--- src/rtl/gray_pkg.sv ---
// rtl/gray_pkg.sv - shared gray/binary helpers for both sides of a gray-coded crossing
package gray_pkg;

  localparam int ERR_CNT_W = 8;
  localparam int GRAY_MAX_W = 32;

  // Operates on a zero-extended value, so any width up to GRAY_MAX_W decodes correctly.
  function automatic logic [GRAY_MAX_W-1:0] gray2bin(input logic [GRAY_MAX_W-1:0] g);
    logic [GRAY_MAX_W-1:0] b;
    b[GRAY_MAX_W-1] = g[GRAY_MAX_W-1];
    for (int i = GRAY_MAX_W - 2; i >= 0; i--) begin
      b[i] = b[i+1] ^ g[i];
    end
    return b;
  endfunction

  function automatic logic [GRAY_MAX_W-1:0] bin2gray(input logic [GRAY_MAX_W-1:0] b);
    return b ^ (b >> 1);
  endfunction

  function automatic logic onehot_or_zero(input logic [GRAY_MAX_W-1:0] v);
    return (v & (v - 1'b1)) == '0;
  endfunction

endpackage

--- src/rtl/sync_chain.sv ---
// rtl/sync_chain.sv - plain multi-flop synchronizer for a bus that only ever changes one bit at a time
module sync_chain #(
  parameter int WIDTH       = 4,
  parameter int SYNC_STAGES = 2
) (
  input  logic             clk,
  input  logic             rst_n,
  input  logic [WIDTH-1:0] d,
  output logic [WIDTH-1:0] q
);

  logic [WIDTH-1:0] stage [SYNC_STAGES];

  // Nothing but wires between stages, so each flop gets a full cycle to resolve.
  always_ff @(posedge clk or negedge rst_n) begin
    if (!rst_n) begin
      for (int i = 0; i < SYNC_STAGES; i++) begin
        stage[i] <= '0;
      end
    end else begin
      stage[0] <= d;
      for (int i = 1; i < SYNC_STAGES; i++) begin
        stage[i] <= stage[i-1];
      end
    end
  end

  assign q = stage[SYNC_STAGES-1];

endmodule

--- src/rtl/gray_sync_decode.sv ---
// rtl/gray_sync_decode.sv - synchronize a gray-coded count, decode it, and flag illegal multi-bit jumps
module gray_sync_decode
  import gray_pkg::*;
#(
  parameter int WIDTH       = 4,
  parameter int SYNC_STAGES = 2
) (
  input  logic                 clk,
  input  logic                 rst_n,
  input  logic [WIDTH-1:0]     g_in,
  output logic [WIDTH-1:0]     b_out,
  output logic                 b_valid,
  output logic                 dir,
  output logic                 step_err,
  output logic [ERR_CNT_W-1:0] err_cnt
);

  logic [WIDTH-1:0] g_s;
  logic [WIDTH-1:0] g_prev;
  logic [WIDTH-1:0] diff;
  logic [WIDTH-1:0] b_next;
  logic             changed;
  logic             legal;
  logic             step_up;

  sync_chain #(
    .WIDTH       (WIDTH),
    .SYNC_STAGES (SYNC_STAGES)
  ) u_sync (
    .clk   (clk),
    .rst_n (rst_n),
    .d     (g_in),
    .q     (g_s)
  );

  always_comb begin
    diff    = g_s ^ g_prev;
    changed = |diff;
    legal   = onehot_or_zero(GRAY_MAX_W'(diff));
    b_next  = WIDTH'(gray2bin(GRAY_MAX_W'(g_s)));
    // Truncation to WIDTH makes the max->0 wrap count as an up step.
    step_up = (b_next == WIDTH'(b_out + 1'b1));
  end

  always_ff @(posedge clk or negedge rst_n) begin
    if (!rst_n) begin
      g_prev   <= '0;
      b_out    <= '0;
      b_valid  <= 1'b0;
      step_err <= 1'b0;
      dir      <= 1'b1;
      err_cnt  <= '0;
    end else begin
      b_valid  <= changed;
      step_err <= changed && !legal;
      if (changed) begin
        g_prev <= g_s;
        b_out  <= b_next;
        if (legal) begin
          dir <= step_up;
        end else if (err_cnt != {ERR_CNT_W{1'b1}}) begin
          err_cnt <= err_cnt + 1'b1;
        end
      end
    end
  end

endmodule
--- config.mk ---
export PLATFORM = sky130hd
export DESIGN_NAME = gray_sync_decode
export DESIGN_NICKNAME = d
export VERILOG_FILES = /design/src/rtl/gray_pkg.sv /design/src/rtl/sync_chain.sv /design/src/rtl/gray_sync_decode.sv
export SDC_FILE = /design/constraint.sdc
export NUM_CORES = 1
export LEC_CHECK = 0
export CELL_PAD_IN_SITES_DETAIL_PLACEMENT = 1
export CELL_PAD_IN_SITES_GLOBAL_PLACEMENT = 1
export CORE_ASPECT_RATIO = 1.75
export CORE_MARGIN = 2
export CORE_UTILIZATION = 43
export DETAILED_ROUTE_END_ITERATION = 10
export GPL_ROUTABILITY_DRIVEN = 1
export PLACE_DENSITY = 0.9
export SYNTH_ARGS = -nofsm -noshare
export SYNTH_HDL_FRONTEND = slang
export SYNTH_SLANG_ARGS = --single-unit
--- constraint.sdc ---
create_clock -name clk -period 3.5 [get_ports clk]
set_input_delay 1.05 -clock clk [delete_from_list [all_inputs] [get_ports clk]]
set_output_delay 1.05 -clock clk [all_outputs]
set_load 0.02 [all_outputs]
=== After elaboration in Yosys (flattened, before gate mapping) ===
Index checks and enable logic that the tools add are counted.

* Multiplexer cells: 0
* Bitwise operators: 6
* Multipliers: 0
* $add $sub $neg: 3
* Shift-type cells: 0
* Reduce and logical (&&, ||, !) cells: 6
* Order comparisons: 0
* Div/mod/pow operators: 0
* Eq/ne operators: 2

{| class="wikitable"
|+ Operators with widths
! operator !! number
|-
| 4-bit by 32-bit AND with 32-bit output || 1
|-
| 32-bit logical NOT || 1
|-
| 8-bit by 1-bit adder with 8-bit output, second input constant || 1
|-
| 8-bit inequality test, second input constant || 1
|-
| 4-bit by 1-bit subtractor with 5-bit output, second input constant || 1
|-
| 4-bit by 1-bit adder with 4-bit output, second input constant || 1
|-
| 4-bit == test || 1
|-
| 4-bit OR reduction || 1
|-
| 4-bit bitwise XOR || 1
|-
| 3-bit AND reduction || 1
|-
| 1-bit bitwise XOR || 3
|-
| 2-bit AND reduction || 1
|-
| 1-bit logical AND || 1
|-
| 1-bit logical NOT || 1
|-
| 1-bit inverter || 1
|}

* Bits in read-only memories: 0
* Flip-flop bits (word level): 27
* Memories: 0
* Memory bits (writable): 0
* Word-level logic and storage cells: 25
* Bits of input ports: 6
* Output and inout port bits: 15
* Bits in latches: 0

=== Logic depth before layout (Yosys ltp) ===
* Depth in word-level cells: 6
* Depth in mapped cells: 7
* Gate-level depth less buffers: 6

=== By module ===
From an unflattened synthesis, not the netlist that was laid out.

* Cell total of the unflattened synthesis: 100
* Area total of the unflattened synthesis: 1173.6 µm²

{| class="wikitable"
|+ By module, submodules not included
! module !! sequential area each (µm²) !! instances !! cells each !! area each (µm²)
|-
| gray_sync_decode || 451.7 || 1 || 88 || 943.4
|-
| sync_chain || 200.2 || 1 || 12 || 230.2
|}

=== Worst setup path before layout ===
Ideal clock, no wire load.

* Path kind: register -> register
* Start: register b_out[0]
* End: register dir
* Stages on the path, launching flop included: 7
* Period minus slack after synthesis: 1.839 ns
* Arrival: 1.757 ns
* Library setup time: 0.082 ns
* Setup slack: 1.661 ns
* Data required time: 3.418 ns
* Path buffers: 0
* Cells stage by stage: dfrtp_1 > ha_1 > and2b_1 > o311ai_0 > o21a_1 > a221oi_1 > mux2_2

* Longest elaborated chain between the ends: 2

{| class="wikitable"
|+ RTL lines
! element !! RTL line !! source
|-
| from (decl) || gray_sync_decode.sv:11 || <nowiki>output logic [WIDTH-1:0] b_out,</nowiki>
|-
| from (signal assigned) || gray_sync_decode.sv:58 || <nowiki>b_out <= b_next;</nowiki>
|-
| 4-bit by 1-bit adder with 4-bit output || gray_sync_decode.sv:42 || <nowiki>step_up = (b_next == WIDTH'(b_out + 1'b1));</nowiki>
|-
| 4-bit == test || gray_sync_decode.sv:42 ||
|-
| to (signal assigned) || gray_sync_decode.sv:60 || <nowiki>dir <= step_up;</nowiki>
|-
| to (decl) || gray_sync_decode.sv:13 || <nowiki>output logic dir,</nowiki>
|}

No other way between the ends.
A chain may end at the register's enable or synchronous reset.

=== Worst setup path after layout ===
* Start: register dir
* End: output port dir

No word-level cell between the ends.

==> results.json <==
{
  "crit_family": "buffers and inverters",
  "path_buf_inv": 1,
  "end_kind": "primary output",
  "hp-class": "register to register",
  "grt_pass1_wl_mm": 4.084,
  "place_congestion": 0.6687,
  "r2r_slack_ps": 1510,
  "p_sw_share_pct": 35.46,
  "drt_first_pass_iters": 2,
  "ctsHoldBuffers": 0,
  "dr.first_iter.drc_count": 13,
  "syn_area_mm2": 0.001150,
  "area_delta_synth_final_pct": 21.11,
  "finalCritPeriodShare_pct": 69.60,
  "netlist.top_cell.by_area": "dfrtp_1",
  "grt_max_degree": 27,
  "finClkSkew_ps": 2.194,
  "grt_pass1_vias": 830,
  "layout-drive-gt1-share_pct": 9.735,
  "dieWidth_um": 43.09,
  "diodes": 0,
  "maxSlewHeadroom_pct": 67.85,
  "cts_tree": "yes",
  "hold_path_end": "u_sync.q[0]",
  "cp-start-kind": "register",
  "worst_slew_pin_slew_ps": 478.8,
  "irDropWorstVdd_mv": 0.4047,
  "yosysUniqueCellTypes": 31,
  "max_freq_mhz": 410.5,
  "finalHoldViolations": 0,
  "p_leak_uw": 0.0005920,
  "grt_use_total_pct": 17.63,
  "clk_pin_slew_ps": 80,
  "max_cap_violations": 0,
  "critPathMaxStageDelay_ps": 590,
  "yosys-top-cells-area": "dfrtp_1 (54%), xor2_1 (9.1%), xnor2_1 (4.6%), nand3_1 (3.0%), nor3_2 (2.6%)",
  "rsz0062_at_grt": "false",
  "synth_fp_nets": 104,
  "hp-start": "u_sync.stage[4]",
  "layout_min_cycle_time_ps": 2436,
  "holdPathStages": 0,
  "status": "completed",
  "ctsResizeCount": 0,
  "p_total_uw": 944.9,
  "vias_per_cell": 5.302,
  "crit_chain": "clkdlybuf4s50_1",
  "rows": 24,
  "p_int_uw": 609.8,
  "wire_per_inst_um": 15.50,
  "avgSynthCellArea_um2": 11.98,
  "required_ps": 2450,
  "final_common_cell": "dfrtp_1",
  "yosys.area.top_type_share_pct": 54.41,
  "ys_ff_latch": 26,
  "multi_input_area_um2": 447.9,
  "p_clk_share_pct": 17.8,
  "timing.rr.start": "u_sync.q[3]",
  "place_hpwl_mm": 1.590,
  "setup_viol": 0,
  "chipHeight_um": 72.41,
  "num_io_pins": 21,
  "cts_root_buf": "clkbuf_8",
  "vias": 737,
  "reg2reg_depth": 4,
  "p_seq_share_pct": 45.8,
  "power_density_mw_per_mm2": 678.5,
  "regArea_um2": 651.9,
  "placed_cells": 135,
  "antenna_found_initial": 0,
  "syn_inst": 96,
  "mostFrequentLayoutCells": "dfrtp_1 (25), clkdlybuf4s50_1 (20), xor2_1 (12), nand3_1 (7), xnor2_1 (6)",
  "crit_path_top_delay_cell": "clkdlybuf4s50_1",
  "switchingPower_uw": 335.1,
  "grt-ovfl-total": 0,
  "fin_cells": 139,
  "p_comb_share_pct": 36.4,
  "whs_ps": 357.1,
  "coreArea_mm2": 0.002522,
  "place.port_buffers": 20,
  "yosysSeqAreaShare_pct": 56.69,
  "fillers": 286,
  "cts_htree_levels": 1,
  "cts_sinks": 26,
  "final_nets": 122,
  "arrival_ps": 1390,
  "drc": 0,
  "placed_cell_area_mm2": 0.001348,
  "critPathKind": "register to primary output",
  "initial_utilization_pct": 45.59,
  "numCtsBuffers": 3,
  "post_cts_buffers": 0,
  "fin_setup_tns_ps": 0,
  "clockBufferDepth": 2,
  "final_antenna_net_count": 0,
  "routed_wl_mm": 2.154,
  "design_area_mm2": 0.001393,
  "r2r_end": "err_cnt[1]",
  "critPathMaxFanout": 2,
  "synth_warnings": 0,
  "clk_latency_ps": 270,
  "drv_slew": 0,
  "die-area_mm2": 0.003120
}
-- cells in the mapped netlist --
cell type / number
a211o_1: 1
a21oi_1: 1
a221oi_1: 1
a311o_1: 1
and2_1: 2
and2b_1: 1
and3_1: 1
buf_2: 1
buf_4: 1
buf_6: 1
clkbuf_1: 5
dfrtp_1: 25
dfstp_2: 1
ha_1: 2
inv_1: 2
maj3_2: 1
mux2_1: 1
mux2_2: 2
mux2i_1: 1
nand2_1: 4
nand3_1: 7
nand4_1: 1
nor2_1: 4
nor2b_1: 2
nor3_2: 3
o21a_1: 1
o21ai_0: 3
o311ai_0: 1
or3_1: 1
xnor2_1: 6
xor2_1: 12
-- sequential cells by signal, indices dropped and copies added (netlist names) --
register	count
err_cnt	8
g_prev	3
b_valid	1
b_out	4
u_sync.q	4
dir	1
step_err	1
u_sync.stage	4
-- cells by family after synthesis --
group,count (synthesis),synth area share [%]
compound gates,9,5.549
xor+xnor,18,13.71
fa+ha+maj,3,3.155
buf+inv,10,4.353
flops,26,56.69
mux,4,3.808
simple gates,26,12.73
-- metrics by stage --
step	util (%)	worst slack [ps]
floorplan	-	1661
global placement	53.42	1359
detailed placement	53.42	1354
CTS	55.21	1048
global route	55.21	1003
finish	55.21	1064
-- how the worst max path moves through the flow --
stage | start | to | slack (ps) | depth (start not counted)
after global placement | dir | dir | 1360 | 1
after detailed placement | dir | dir | 1350 | 1
final | dir | dir | 1060 | 1
after floorplan | b_out[0] | dir | 1660 | 6
after CTS | dir | dir | 1050 | 1
after global routing | err_cnt[2] | err_cnt[2] | 1000 | 1
-- final cells by class --
| class | instances | area share, % |
|---|---|---|
| Sequential cell | 26 | 46.81 |
| Multi-Input combinational cell | 60 | 32.17 |
| Timing Repair Buffer | 21 | 14.91 |
| Clock buffer | 4 | 3.234 |
| Tap cell | 26 | 2.336 |
| Inverter | 2 | 0.5391 |
-- layer usage --
metal	vias up	GRT usage, %	share of wire [%]
met4	0	10.10	2.9
met5	-	0	0
met2	13	29.35	57
li1	349	-	-
met1	371	21.78	38
met3	4	1.741	2.2
-- power groups by stage --
stage | sequential (uW) | clock, uW | combinational (uW)
2_1_floorplan | 487 | 0 | 144
3_3_place_gp | 430 | 0 | 330
3_5_place_dp | 439 | 0 | 345
4_1_cts | 434 | 176 | 349
5_1_grt | 447 | 186 | 376
6_report | 433 | 168 | 344
Power figures use the tool's default switching activity.
